==> src/rtl/spi_mem_ctrl.sv <==
// SPI mode-0 master: one 32-bit NOR/SRAM read or write per request.
// Define SPI_FAST_READ_EN for 0Bh fast reads with 8 dummy clocks.
module spi_mem_ctrl #(
  parameter int         CLK_DIV   = 2,
  parameter logic [7:0] READ_CMD  = 8'h03,
  parameter logic [7:0] WRITE_CMD = 8'h02
) (
  input  logic        clk,
  input  logic        reset,
  input  logic        req,
  input  logic        we,
  input  logic [23:0] addr,
  input  logic [31:0] wdata,
  output logic [31:0] rdata,
  output logic        ready,
  output logic        busy,
  output logic        spi_sclk,
  output logic        spi_cs_n,
  output logic        spi_mosi,
  input  logic        spi_miso
);

  typedef enum logic [1:0] {
    IDLE,
    SHIFT,
    GUARD
  } state_t;

  localparam logic [8:0] DIV_M1 = 9'(CLK_DIV - 1);
  localparam logic [8:0] GRD_M1 = 9'(2 * CLK_DIV - 1);
  localparam logic [6:0] WR_LAST = 7'd63;

`ifdef SPI_FAST_READ_EN
  localparam int         SR_W    = 72;
  localparam logic [7:0] RD_OP   = 8'h0B;
  localparam logic [6:0] RD_LAST = 7'd71;
`else
  localparam int         SR_W    = 64;
  localparam logic [7:0] RD_OP   = READ_CMD;
  localparam logic [6:0] RD_LAST = 7'd63;
`endif

  state_t          state;
  logic [SR_W-1:0] sr;
  logic [SR_W-1:0] frame;
  logic [31:0]     rx;
  logic [31:0]     wbytes;
  logic [8:0]      cnt;
  logic [6:0]      bit_cnt;
  logic [6:0]      last;
  logic            we_q;

  // Data goes out little-endian by byte, each byte MSB first.
  assign wbytes = {wdata[7:0], wdata[15:8],
                   wdata[23:16], wdata[31:24]};

`ifdef SPI_FAST_READ_EN
  assign frame = we ? {WRITE_CMD, addr, wbytes, 8'h00}
                    : {RD_OP, addr, 40'h0};
`else
  assign frame = we ? {WRITE_CMD, addr, wbytes}
                    : {RD_OP, addr, 32'h0};
`endif

  always_ff @(posedge clk or posedge reset) begin
    if (reset) begin
      state    <= IDLE;
      sr       <= '0;
      rx       <= '0;
      cnt      <= '0;
      bit_cnt  <= '0;
      last     <= '0;
      we_q     <= 1'b0;
      rdata    <= '0;
      ready    <= 1'b0;
      busy     <= 1'b0;
      spi_sclk <= 1'b0;
      spi_cs_n <= 1'b1;
      spi_mosi <= 1'b0;
    end else begin
      ready <= 1'b0;
      unique case (state)
        IDLE: begin
          if (req) begin
            we_q     <= we;
            sr       <= frame;
            last     <= we ? WR_LAST : RD_LAST;
            cnt      <= '0;
            bit_cnt  <= '0;
            busy     <= 1'b1;
            spi_cs_n <= 1'b0;
            spi_mosi <= frame[SR_W-1];
            state    <= SHIFT;
          end
        end
        SHIFT: begin
          if (cnt == DIV_M1) begin
            cnt      <= '0;
            spi_sclk <= ~spi_sclk;
            if (!spi_sclk) begin
              rx <= {rx[30:0], spi_miso};
            end else if (bit_cnt == last) begin
              spi_cs_n <= 1'b1;
              spi_mosi <= 1'b0;
              ready    <= 1'b1;
              if (!we_q)
                rdata <= {rx[7:0], rx[15:8],
                          rx[23:16], rx[31:24]};
              state <= GUARD;
            end else begin
              bit_cnt  <= bit_cnt + 7'd1;
              sr       <= {sr[SR_W-2:0], 1'b0};
              spi_mosi <= sr[SR_W-2];
            end
          end else begin
            cnt <= cnt + 9'd1;
          end
        end
        GUARD: begin
          if (cnt == GRD_M1) begin
            busy  <= 1'b0;
            state <= IDLE;
          end else begin
            cnt <= cnt + 9'd1;
          end
        end
        default: state <= IDLE;
      endcase
    end
  end

endmodule

==> config.mk <==
export PLATFORM = sky130hd
export DESIGN_NAME = spi_mem_ctrl
export DESIGN_NICKNAME = d
export VERILOG_FILES = /design/src/rtl/spi_mem_ctrl.sv
export SDC_FILE = /design/constraint.sdc
export NUM_CORES = 1
export LEC_CHECK = 0
export ABC_AREA = 1
export BUFFER_PORTS_ARGS = -buffer_cell sky130_fd_sc_hd__buf_4
export CAP_MARGIN = 20
export CELL_PAD_IN_SITES_DETAIL_PLACEMENT = 0
export CELL_PAD_IN_SITES_GLOBAL_PLACEMENT = 1
export CORE_MARGIN = 2
export CORE_UTILIZATION = 39
export CTS_CLUSTER_SIZE = 30
export DETAILED_ROUTE_END_ITERATION = 8
export GPL_TIMING_DRIVEN = 0
export HOLD_SLACK_MARGIN = 0.03
export PLACE_DENSITY = 0.74
export SYNTH_ARGS = -nofsm -noshare
export SYNTH_HDL_FRONTEND = slang
export SYNTH_SLANG_ARGS = --single-unit
==> constraint.sdc <==
create_clock -name clk -period 4.8 [get_ports clk]
set_clock_uncertainty 0.2 [all_clocks]
set_input_delay 0.24 -clock clk [delete_from_list [all_inputs] [get_ports clk]]
set_output_delay 0.24 -clock clk [all_outputs]
set_load 0.005 [all_outputs]
==> summary.md <==
| Metric | Value |
|---|---|
| # IOs | 98 |
| Post-placement cell count | 1165 |
| Area leader, netlist | dfrtp_1 |
| Fin cells | between 1000 and 1500 |
| Via count | 6045 |
| Die area | between 0.015 and 0.02 mm² |
| Starting Density | approximately two fifths |
| Clock sink total | 152 |
| GPL Wtd Cong | 0.754 |
| Final wirelength | approximately 17000 µm |
| CTS Buf Count | 17 |
| Fmax | between 400 and 500 MHz |
| Mapped cell area | 0.00695 mm² |
| Gr ovfl total | 0 |
| Post-DP HPWL | 11200 µm |
| Htree depth | 4 |
| Finish-stage setup viols | 0 |
| Crit. Startpoint | state[1]$_DFFE_PP0P_ |
| Drt pass-1 iters | 4 |
| Post-synth EDFFs | 0 |
| Critical R2R Capture | sr[62]$_DFFE_PP0P_ |
| Critical path class | reg -> reg |
| Critical path's top delay family | simple AND/OR/NAND/NOR gates |
| Peak supply drop | between 200 and 300 µV |
| Critical-path top delay cell | clkbuf_1 |
| Post-layout min period | between 2000 and 2500 ps |
| Port-buffer cells | 97 |
| First-pass GRT wire length | 29000 µm |
| Initial antenna violation count | 0 |
| CTS root buf | clkbuf_16 |
| Hold_buf cts | 60 |
| Top_reg_cell synth | dfrtp_1 |
| DIE HEIGHT | 137 µm |
| Sw Ratio | 37.3% |
| Drt first-iter violations | 414 |
| Crit-path max FO | 10 |
| Yosys cell types | 34 |
| Net Sw Power | 1.79 mW |
| Syn Area/Cell | 8.25 µm² |
| Fin util | 53.1% |
| Synth top area cells | dfrtp_1 54%, nand2_1 18%, nand3_1 5.8% |
| Largest net degree at the start of global routing | 123 |
| FF-to-FF Start | state[1]$_DFFE_PP0P_ |
| Share of the synthesized area in the top cell type | 54.4% |
| Seq pwr share | between 30% and 40% |
| Avg Vias per Cell | 4.81 |
| Most frequent CP cell | nand2_1 |
| Reg2reg path depth | 8 |
| Crit path arrival time | 2630 ps |
| Max Slew Vio Count | 0 |
| Clk slew on worst S/H paths | 70 ps |
| Measured slew at the worst slew-check pin | 642 ps |
| Clock power frac | approximately 29% |
| Gate Count Post-Synth | roughly 840 |
| Crit start category | register |
| Critical Path End | sr[62]$_DFFE_PP0P_ |
| Clock Latency Late Sink | approximately 420 ps |
| Drc violations | 0 |
| Vias in the first global route | around 5900 |
| Asr flop ratio synth | 100% |
| Ys Warns | 0 |
| Worst Hold Class | in -> async |
| Final hold vios | 0 |
| Internal | roughly 3 mW |
| Setup repair bufs after CTS | 0 |
| Cell row count | 48 |
| Req. time, crit path | 4960 ps |
| Yosys reg bits | 152 |
| Total track usage | 19.4% |
| WL/cell | 13.4 µm |
| Die width | 137 µm |
| Crit end category | register |
| Most frequent cell after synthesis | nand2_1 |
| Pwr Density | around 520 mW/mm² |
| CTS tree | yes |
| Final ANT Viol Nets | 0 |
| RSZ-0062 raised after global routing | false |
| Area Overhead vs Synth | 32.5% |
| Post-Syn Nets | 910 |
| Logic pwr share | 31.7% |
| Critical-path cell list | inv_1 > ha_1 > buf_6 > clkbuf_1 > nand2_1 > nor2_1 > nand2_1 > nand2_1 |
| Resized cells post-CTS | 0 |
| Result of the run | finished clean |
| Max clock buf depth | 2 |
| Buffers plus inverters on the worst setup path | 3 |
| Tot Pwr | 4.79 mW |
| Static Leakage | ~4.8 nW |
| Crit share post-route | 51.5% |
| Worst slew margin | 57.2% |
| Share of cells above drive strength 1 | 16.5% |
| FILL cells | 1692 |
| CP max stage delay | about 500 ps |
| Sequential fraction of the synthesis area | a little over half |
| R2R Setup Slk | 2330 ps |
| Top post-synthesis cells by count | 330 x nand2_1, 151 x dfrtp_1, 81 x nand3_1 |
| Core area | roughly 0.017 mm² |
| Levels on crit path | 8 |
| NumNets Final | around 1100 |
| N_diodes | 0 |
| Max cap viols | 0 |
==> worst min-delay path by stage <==
stage | endpoint | startpoint | slack (ps) | depth (start not counted)
after floorplan | sr[0]$_DFFE_PP0P_ | wdata[24] | 190 | 2
after global placement | sr[42]$_DFFE_PP0P_ | sr[42]$_DFFE_PP0P_ | 250 | 2
after detailed placement | rdata[26]$_DFFE_PP0P_ | reset | 6 | 2
after CTS | rdata[26]$_DFFE_PP0P_ | reset | 110 | 3
after global routing | rdata[26]$_DFFE_PP0P_ | reset | 140 | 3
final | rdata[26]$_DFFE_PP0P_ | reset | 110 | 3
==> per-stage QoR <==
stage / TNS [ps] / setup slack, ps / area, µm² / hold WS [ps]
6_report: 0 / 2330 / 9210 / 112
5_1_grt: 0 / 2110 / 9210 / 137
4_1_cts: 0 / 2320 / 9210 / 111
3_5_place_dp: 0 / 2330 / 8000 / 5.75
3_3_place_gp: -261100 / -1740 / 7960 / 254
2_1_floorplan: 0 / 269 / 6950 / 188
==> cells in the final DEF, fill, tap and decap left out, types with 2 or more instances in the layout <==
cell type,synthesis,layout
o21ai_0,32,32
clkbuf_1,23,24
o21ai_2,2,2
buf_2,16,16
nand2_1,330,330
inv_2,5,5
bufinv_16,0,3
ha_1,7,7
o21ai_1,30,30
buf_6,5,5
inv_6,0,4
clkinvlp_4,0,3
a22oi_1,31,31
xor2_1,4,4
clkbuf_16,0,17
a21oi_1,24,24
nand3_1,81,81
dfrtp_1,151,151
dlygate4sd3_1,0,60
nor2_1,39,39
nand3b_1,2,2
clkinv_4,0,3
inv_8,0,2
inv_1,42,41
buf_4,2,99
==> worst register-to-register path: stages, from the launching register on <==
cell,delay (ps)
dfrtp_1,410
inv_1,90
ha_1,160
buf_6,130
clkbuf_1,500
nand2_1,210
nor2_1,500
nand2_1,110
nand2_1,90
==> area by class of cell <==
cell class	instances	area (µm²)	share of cell area, %
well taps	225	282	3.06
inverters	48	188	2.04
plain buffers	47	243	2.64
clock inverters	14	185	2.01
repair buffers	158	1360	14.7
flip-flops and latches	152	3800	41.3
multi-input cells	595	2720	29.6
clock buffers	18	429	4.66
==> per-layer routing <==
layer  share of wire [%]  vias up  track usage, %
li1                    -     3076               -
met1                  49     2827            28.3
met2                  45      127            29.3
met3                 3.9       15            4.23
met4                 1.2        0            5.38
met5                   0        -               0
==> registers in the layout (all words and copies together) (netlist names) <==
signal    cells
last          1
ready         1
we_q          1
cnt           9
state         2
spi_mosi      1
rdata        32
sr           63
spi_cs_n      1
bit_cnt       7
busy          1
rx           32
spi_sclk      1
==> logic make-up after synthesis <==
group,synth area share (%)
simple gates,26.9
fa+ha+maj,1.26
buf+inv,6.08
flops,54.7
xor+xnor,0.504
compound gates,10.5
==> power groups by stage <==
stage	sequential, mW	clock (mW)	combinational (mW)
6_report	1.87	1.40	1.52
5_1_grt	1.92	1.49	1.76
3_5_place_dp	1.89	0	1.50
3_3_place_gp	1.88	0	1.48
4_1_cts	1.87	1.43	1.54
2_1_floorplan	1.82	0	1.10
Note: power is estimated with default switching activity, not from simulation.
